[src/rtl/adc_spi_responder.sv]
// SPI responder for the 2-channel 12-bit ADC bus. It decodes the master's command frame and
// shifts back the selected result, or the pseudo-differential result, on adc_data_out.
module adc_spi_responder #(
  parameter int SYNC_STAGES = 2  // minimum 2
) (
  input  logic        clk,
  input  logic        rst,
  input  logic        adc_cs_n,
  input  logic        adc_sclk,
  input  logic        adc_din,
  input  logic [11:0] ch0_value,
  input  logic [11:0] ch1_value,
  output logic        adc_data_out,
  output logic        frame_done,
  output logic        frame_error,
  output logic        last_channel,
  output logic [7:0]  frame_count
);

  typedef enum logic [2:0] {
    ST_IDLE,
    ST_START,
    ST_CMD,
    ST_NULL,
    ST_DATA_MSB,
    ST_DATA_LSB,
    ST_TAIL
  } state_t;

  // Each synchronizer stage holds {din, sclk, cs_n}.
  logic [SYNC_STAGES-1:0][2:0] sync_q;
  logic cs_s, sclk_s, din_s;

  logic cs_prev_q, sclk_prev_q;
  logic cs_rise_q, cs_fall_q, sclk_rise_q, sclk_fall_q;
  logic din_q;

  state_t      state_q, state_d;
  logic [1:0]  cmd_cnt_q, cmd_cnt_d;
  logic        sgl_q, sgl_d;
  logic        odd_q, odd_d;
  logic        msbf_q, msbf_d;
  logic [11:0] sample_q, sample_d;
  logic [3:0]  idx_q, idx_d;
  logic        data_out_q, data_out_d;
  logic        frame_done_q, frame_done_d;
  logic        frame_error_q, frame_error_d;
  logic        last_channel_q, last_channel_d;
  logic [7:0]  frame_count_q, frame_count_d;

  logic [12:0] diff01, diff10;
  logic [11:0] sel_sample;
  logic        complete;

  always_ff @(posedge clk or posedge rst) begin
    if (rst) begin
      sync_q <= {SYNC_STAGES{3'b001}};
    end else begin
      sync_q <= {sync_q[SYNC_STAGES-2:0], {adc_din, adc_sclk, adc_cs_n}};
    end
  end

  assign cs_s   = sync_q[SYNC_STAGES-1][0];
  assign sclk_s = sync_q[SYNC_STAGES-1][1];
  assign din_s  = sync_q[SYNC_STAGES-1][2];

  // Edge pulses are registered, so the FSM acts one cycle after the edge is seen.
  always_ff @(posedge clk or posedge rst) begin
    if (rst) begin
      cs_prev_q   <= 1'b1;
      sclk_prev_q <= 1'b0;
      cs_rise_q   <= 1'b0;
      cs_fall_q   <= 1'b0;
      sclk_rise_q <= 1'b0;
      sclk_fall_q <= 1'b0;
      din_q       <= 1'b0;
    end else begin
      cs_prev_q   <= cs_s;
      sclk_prev_q <= sclk_s;
      cs_rise_q   <= cs_s & ~cs_prev_q;
      cs_fall_q   <= ~cs_s & cs_prev_q;
      sclk_rise_q <= sclk_s & ~sclk_prev_q;
      sclk_fall_q <= ~sclk_s & sclk_prev_q;
      din_q       <= din_s;
    end
  end

  // The borrow bit of each 13-bit difference tells whether the subtraction would go negative.
  always_comb begin
    diff01 = {1'b0, ch0_value} - {1'b0, ch1_value};
    diff10 = {1'b0, ch1_value} - {1'b0, ch0_value};
    sel_sample = 12'd0;
    if (sgl_q) begin
      sel_sample = odd_q ? ch1_value : ch0_value;
    end else if (!odd_q) begin
      sel_sample = diff01[12] ? 12'd0 : diff01[11:0];
    end else begin
      sel_sample = diff10[12] ? 12'd0 : diff10[11:0];
    end
  end

  always_ff @(posedge clk or posedge rst) begin
    if (rst) begin
      state_q        <= ST_IDLE;
      cmd_cnt_q      <= 2'd0;
      sgl_q          <= 1'b0;
      odd_q          <= 1'b0;
      msbf_q         <= 1'b0;
      sample_q       <= 12'd0;
      idx_q          <= 4'd0;
      data_out_q     <= 1'b0;
      frame_done_q   <= 1'b0;
      frame_error_q  <= 1'b0;
      last_channel_q <= 1'b0;
      frame_count_q  <= 8'd0;
    end else begin
      state_q        <= state_d;
      cmd_cnt_q      <= cmd_cnt_d;
      sgl_q          <= sgl_d;
      odd_q          <= odd_d;
      msbf_q         <= msbf_d;
      sample_q       <= sample_d;
      idx_q          <= idx_d;
      data_out_q     <= data_out_d;
      frame_done_q   <= frame_done_d;
      frame_error_q  <= frame_error_d;
      last_channel_q <= last_channel_d;
      frame_count_q  <= frame_count_d;
    end
  end

  always_comb begin
    state_d        = state_q;
    cmd_cnt_d      = cmd_cnt_q;
    sgl_d          = sgl_q;
    odd_d          = odd_q;
    msbf_d         = msbf_q;
    sample_d       = sample_q;
    idx_d          = idx_q;
    data_out_d     = data_out_q;
    frame_done_d   = 1'b0;
    frame_error_d  = 1'b0;
    last_channel_d = last_channel_q;
    frame_count_d  = frame_count_q;
    complete       = 1'b0;

    // A CS rise takes priority over any sclk edge that is detected in the same cycle.
    if (cs_rise_q) begin
      state_d    = ST_IDLE;
      data_out_d = 1'b0;
      if (state_q inside {ST_CMD, ST_NULL, ST_DATA_MSB, ST_DATA_LSB}) begin
        frame_error_d = 1'b1;
      end
    end else begin
      case (state_q)
        ST_IDLE: begin
          data_out_d = 1'b0;
          if (cs_fall_q) begin
            state_d = ST_START;
          end
        end
        ST_START: begin
          if (sclk_rise_q && din_q) begin
            state_d   = ST_CMD;
            cmd_cnt_d = 2'd0;
          end
        end
        ST_CMD: begin
          if (sclk_rise_q) begin
            cmd_cnt_d = cmd_cnt_q + 2'd1;
            case (cmd_cnt_q)
              2'd0:    sgl_d = din_q;
              2'd1:    odd_d = din_q;
              default: begin
                msbf_d  = din_q;
                state_d = ST_NULL;
              end
            endcase
          end
        end
        ST_NULL: begin
          if (sclk_fall_q) begin
            sample_d   = sel_sample;
            data_out_d = 1'b0;
            idx_d      = 4'd11;
            state_d    = ST_DATA_MSB;
          end
        end
        ST_DATA_MSB: begin
          if (sclk_fall_q) begin
            data_out_d = sample_q[idx_q];
            if (idx_q == 4'd0) begin
              if (msbf_q) begin
                state_d  = ST_TAIL;
                complete = 1'b1;
              end else begin
                state_d = ST_DATA_LSB;
                idx_d   = 4'd1;
              end
            end else begin
              idx_d = idx_q - 4'd1;
            end
          end
        end
        ST_DATA_LSB: begin
          if (sclk_fall_q) begin
            data_out_d = sample_q[idx_q];
            if (idx_q == 4'd11) begin
              state_d  = ST_TAIL;
              complete = 1'b1;
            end else begin
              idx_d = idx_q + 4'd1;
            end
          end
        end
        ST_TAIL: begin
          if (sclk_fall_q) begin
            data_out_d = 1'b0;
          end
        end
        default: begin
          state_d    = ST_IDLE;
          data_out_d = 1'b0;
        end
      endcase
    end

    if (complete) begin
      frame_done_d   = 1'b1;
      frame_count_d  = frame_count_q + 8'd1;
      last_channel_d = odd_q;
    end
  end

  assign adc_data_out = data_out_q;
  assign frame_done   = frame_done_q;
  assign frame_error  = frame_error_q;
  assign last_channel = last_channel_q;
  assign frame_count  = frame_count_q;

endmodule

[config.mk]
export PLATFORM = sky130hd
export DESIGN_NAME = adc_spi_responder
export DESIGN_NICKNAME = d
export VERILOG_FILES = /design/src/rtl/adc_spi_responder.sv
export SDC_FILE = /design/constraint.sdc
export NUM_CORES = 1
export LEC_CHECK = 0
export CELL_PAD_IN_SITES_DETAIL_PLACEMENT = 0
export CELL_PAD_IN_SITES_GLOBAL_PLACEMENT = 1
export CORE_UTILIZATION = 30
export CTS_CLUSTER_DIAMETER = 200
export CTS_CLUSTER_SIZE = 12
export DETAILED_ROUTE_END_ITERATION = 8
export DONT_BUFFER_PORTS = 1
export PLACE_DENSITY = 0.51
export REMOVE_ABC_BUFFERS = 1
export SLEW_MARGIN = 5
export SYNTH_ARGS = -nofsm -noshare
export SYNTH_HDL_FRONTEND = slang
export SYNTH_SLANG_ARGS = --single-unit
[constraint.sdc]
create_clock -name clk -period 2.6 [get_ports clk]
set_input_delay 0.52 -clock clk [delete_from_list [all_inputs] [get_ports clk]]
set_output_delay 0.52 -clock clk [all_outputs]
set_load 0.02 [all_outputs]
# Yosys cells after proc, flatten, opt, wreduce, memory -nomap -nowiden
# Cells that the tools add are included.
dict set report totals {
  ff_bits 49
  latchBits 0
  ram_bits 0
  romBits 0
  in_bits 29
  out_inout_bits 12
  wordCells 128
  mem_count 0
}
dict set report op_classes {
  addsub 6
  multipliers 0
  n_div 0
  magnitude_cmp 1
  n_eq_ne 28
  shifts 0
  muxes 43
  bitwise_logic 10
  reduce_logical 19
}
# cell n
set ops {}
lappend ops {{$mux W12} 5}
lappend ops {{$mux W3} 10}
lappend ops {{$sub A12 B12 Y13} 2}
lappend ops {{$mux W4} 6}
lappend ops {{$ne A3 B3 Y1 const B} 8}
lappend ops {{$pmux W3 S7} 1}
lappend ops {{$reduce_and A4 Y1} 4}
lappend ops {{$ne A2 B2 Y1 const B} 7}
lappend ops {{$mux W1} 13}
lappend ops {{$pmux W4 S3} 1}
lappend ops {{$reduce_and A10 Y1} 1}
lappend ops {{$eq A3 B3 Y1 const B} 3}
lappend ops {{$add A8 B1 Y8 const B} 1}
lappend ops {{$reduce_or A2 Y1} 4}
lappend ops {{$reduce_and A7 Y1} 1}
lappend ops {{$eq A3 B2 Y1 const B} 2}
lappend ops {{$mux W2} 3}
lappend ops {{$ne A3 B1 Y1 const B} 2}
lappend ops {{$ne A3 B2 Y1 const B} 2}
lappend ops {{$not A1 Y1} 6}
lappend ops {{$reduce_and A3 Y1} 2}
lappend ops {{$lt A4 B5 Y1 const B} 1}
lappend ops {{$add A4 B1 Y4 const B} 1}
lappend ops {{$and A1 B1 Y1} 4}
lappend ops {{17 further kinds} 17}

# Longest topological paths before layout
dict set report depth {
  depth_word 6
  depth_mapped 11
  depth_no_buf 10
}

# Worst setup path before layout
# OpenSTA, ideal clock, no wires.
dict set report synth_path {
  kind {input -> register}
  from {in ch1_value[0]}
  to {reg sample_q[2]}
  setup_time_ns 0.142
  arrival_ns 2.248
  required_time_ns 2.458
  slack_ns 0.210
  stages 11
  path_buffers 1
  cell_sequence {inv_1 -> ha_1 -> inv_1 -> fa_1 -> a211oi_2 -> nor3_1 -> nor3_2 -> o22ai_1 -> buf_2 -> a22oi_1 -> o221ai_1}
}
dict set report synth_between {
  elab_chain_len 4
  elab_cells_between_ends 6
  cone_classes {add/sub (2); mux (4)}
}
# item line_no
set synth_rtl {}
lappend synth_rtl {{from (decl)} 12} ;# input logic [11:0] ch1_value,
lappend synth_rtl {{$sub A12 B12 Y13, on equally long branches} {90, 91}}
lappend synth_rtl {{$mux W12, on equally long branches} {96, 98}}
lappend synth_rtl {{$mux W12 (*)} 95} ;# end else if (!odd_q) begin
lappend synth_rtl {{$mux W12 (*)} 93} ;# if (sgl_q) begin
lappend synth_rtl {{to (signal assigned)} 122} ;# sample_q <= sample_d;
lappend synth_rtl {{to (decl)} 43} ;# logic [11:0] sample_q, sample_d;
# Mark *: on every way between the ends. The rest lies on a longest branch, timed or not.
# A chain may end at the register's enable or synchronous reset.

# Worst setup path after layout
# Same ends and word-level chain as after synthesis.

==> flow_results.org <==
** Timing
- Fin Setup TNS :: 0 ns
- Setup repair after global routing left no endpoint under its margin.
- Worst hold margin :: 0.1793 ns
- Post-layout minimum cycle time :: 2.215 ns
- Part of the cycle the worst path needs :: 85.18%
- Transition time at the pin with the least slew margin :: 0.6278 ns
- Endpoints failing setup :: 0
- On the final layout, the worst clock skew is 0.006056 ns.
- The final number of max-transition violations is 0.
- Final hold violation count :: 0
- The worst pin sits at a relative slew slack of 58.09%.
- Static timing analysis puts the maximum clock frequency at 451.5 MHz.

** Yosys
- Cell variety after synth :: 61
- Of the post-synthesis cell area, the part taken by muxes is 5.079%.
- The most common cell in the synthesized netlist is nand2_1.
- By area the synthesized netlist is led by dfrtp_1 (30%), ha_1 (9.8%), a21oi_1 (4.8%), nand2_1 (4.7%), o21ai_0 (4.1%).
- Fraction of the mapped netlist area in compound gates :: 21.36%
- Summed instance area of the synthesized netlist :: 0.003819 mm²
- Top cells by instance count after synthesis :: nand2_1 (48), dfrtp_1 (46), a21oi_1 (37), inv_1 (37), o21ai_0 (31)
- The synthesized netlist devotes 10.88% of its cell area to adder and majority cells.
- Yosys printed 0 warnings.
- In this run the biggest area consumer among cell types represents 30.14% of the synthesized area.
- By area, the combinational part of the netlist is dominated by compound AO/OA/AOI/OAI gates.
- Syn Area/Cell :: 8.640 µm²
- Largest area contributor in the synthesized netlist :: dfrtp_1
- Synthesized netlist cell count :: 442
- Proportion of register bits with asynchronous set or reset after synthesis :: 100.0%
- Simple logic cell fraction of the synthesized area :: 18.41%
- Number of flops mapped to enable cells by yosys :: 0
- Post-synthesis sequential element count :: 49
- For this run, the register share of the synthesized area comes to 32.21%.
- After Yosys synthesis, XOR and XNOR cells account for 5.275% of the synthesized area.
- In the synthesized netlist the dominant register cell turns out to be dfrtp_1.

** CTS
- Resized cells post-CTS :: 0
- TritonCTS clock tree :: yes
- Clock sinks :: 49
- TritonCTS Buffers :: 5
- Worst-case clock buffer depth :: 2
- Buffers added to address setup during post-CTS repair amount to 0.
- Library cell used as clock root buffer :: clkbuf_16
- Clock latency reported for the late side of the worst-skew pair :: 0.30 ns
- Hold repair after CTS inserted 0 buffers.
- Clock-pin slew was measured on the worst setup and hold paths at 0.08 ns.
- Number of levels in the clock H-tree :: 2

** Run status
- Outcome :: completed

** Worst setup path
- Classification of the worst setup path :: in -> reg
- The worst setup path is launched from a primary input.
- Sort of element at the end of the critical path :: register
- CP Data Required Time :: 2.76 ns
- Data on the critical path arrives at its endpoint at 2.38 ns.
- Of all nets on the critical path, the largest fanout is 11.

** Power and ir drop
- For this design the static power due to leakage is 1.858 nW.
- Combinational group share of total power :: 38.3%
- Switching power as a share of total power :: 37.78%
- Clock share of power :: 23.6%
- Proportion of power drawn by flip-flops and latches :: 38.1%
- Summing internal, switching and leakage power gives 0.002957 W.
- Internal power comes to 0.001840 W.
- The analysis attributes to net switching a power of 0.001117 W.
- Largest vdd supply drop :: 297.7 µV
- Power spread over the standard cell area amounts to 695.7 mW/mm².

** GRT
- Global routing finished with a remaining overflow of 0.
- Number of antenna violations at the first check in global routing :: 0
- Maximum number of pins on one net before global-route repair :: 31
- Global routing consumed, on the met1 layer, 22.52% of the routing resources.
- For this run, global-route usage on met3 was measured as 2.899%.
- Global routing used 24.77% of the available met2 tracks.
- All-Layer GR Usage :: 15.69%
- GR peak layer :: met2
- The number of global-route vias before repair came to 3159.
- The first global-routing pass estimated 16.28 mm of wire.

** Hold path
- Hold Crit Class :: in -> async

** Routing
- Routed wire per std cell :: 15.67 µm
- Residual DRC count :: 0
- The count of nets left with antenna violations once routing finished came out at 0.
- Dividing the detail-routed via count by the number of cells gives 5.050.
- Drt pass-1 iters :: 4
- The routed design has 9.666 mm of wire.
- Overall via count from detail_route :: 3116
- Starting DRC count in detailed routing :: 168

** Die
- Row Count :: 40
- The core region is 0.01221 mm².
- Number of primary I/O pins :: 41
- The die covers 0.01318 mm².
- Initial core utilization :: 31.27%
- From bottom edge to top edge, the die measures 114.8 µm.
- Die W :: 114.8 µm

** Run
- Max capacitance violation total :: 0

** Final layout
- In the final layout, the share of cells above drive strength 1 is 12.03%.
- Growth of design area from synthesis to finish :: 11.30%
- The number of antenna diodes in the final layout is 0.
- Nets@finish :: 509

** Place
- During placement, the flow inserted port buffers numbering 0.
- Detailed-placement wirelength estimate :: 7.600 mm
- RD Place Congestion :: 0.8249
-- sequential cells by signal, indices dropped and copies added (netlist names), 2 cells and up --
signal       cells
cmd_cnt_q        2
sample_q        12
state_q          3
idx_q            4
frame_count      8
sync_q           3
-- worst max-delay path: stages --
cell,delay [ns]
inv_1,0.03
ha_1,0.16
inv_1,0.06
fa_1,0.40
a211oi_2,0.24
nor3_1,0.12
nor3_2,0.22
o22ai_1,0.11
buf_4,0.19
a22oi_1,0.18
o221ai_1,0.15
-- cells in the final DEF, fill, tap and decap left out, types with 12 or more instances in the layout --
cell type,Yosys,layout
ha_1,30,30
buf_4,0,25
xnor2_1,12,12
a21oi_1,37,37
o21ai_0,31,31
inv_1,37,36
nor2_1,19,19
nor3_1,12,12
nand2_1,48,48
dfrtp_1,46,46
-- power by group through the flow --
| stage | logic, W | clock network (W) | registers, W |
|---|---|---|---|
| floorplan | 0.000794 | 0 | 0.00111 |
| global placement | 0.00114 | 0 | 0.00114 |
| detailed placement | 0.00114 | 0 | 0.00115 |
| CTS | 0.00114 | 0.000714 | 0.00113 |
| global route | 0.00128 | 0.000751 | 0.00116 |
| finish | 0.00113 | 0.000698 | 0.00113 |
-- logic make-up after synthesis --
logic type | count (synthesis)
AND/OR/NAND/NOR | 135
AO/OA/AOI/OAI | 125
buffers and inverters | 63
flip-flops | 49
adder cells (fa/ha/maj) | 32
XOR/XNOR | 23
multiplexers | 15
-- worst paths after layout --
check / startpoint / to / slack [ns] / depth (start not counted)
max: ch1_value[0] / sample_q[2] / 0.39 / 11
max reg2reg: idx_q[0] / state_q[0] / 0.42 / 8
min in group clk: adc_cs_n / sync_q[0] / 0.21 / 0
max in group asynchronous: rst / sample_q[10] / 1.81 / 2
min reg2reg: sync_q[1] / sclk_s / 0.35 / 0
min: rst / sclk_s / 0.18 / 1
-- final cells by class --
class	instances	area, µm²
clock buffers	5	125.1
fillers	1335	7961
repair buffers	25	187.7
inverters	37	138.9
clock inverters	3	28.78
flip-flops and latches	49	1230
well taps	168	210.2
multi-input cells	330	2330
-- per-stage QoR --
| step | area [µm²] | instances | setup slack (ns) | util (%) |
|---|---|---|---|---|
| 6_report | 4250 | 617 | 0.3852 | 34.81 |
| 5_1_grt | 4250 | 617 | 0.1939 | 34.81 |
| 4_1_cts | 4250 | 617 | 0.3642 | 34.81 |
| 3_5_place_dp | 4096 | 609 | 0.05311 | 33.55 |
| 3_3_place_gp | 4096 | 609 | 0.1116 | 33.55 |
| 2_1_floorplan | 3699 | 416 | 0.1859 | - |
-- layer usage --
| metal | vias to the layer above | wire length [µm] |
|---|---|---|
| met2 | 52 | 4446 |
| met3 | 5 | 418 |
| met4 | 0 | 70 |
| li1 | 1560 | - |
| met5 | - | 0 |
| met1 | 1499 | 4730 |
(Power assumes the default switching activity.)
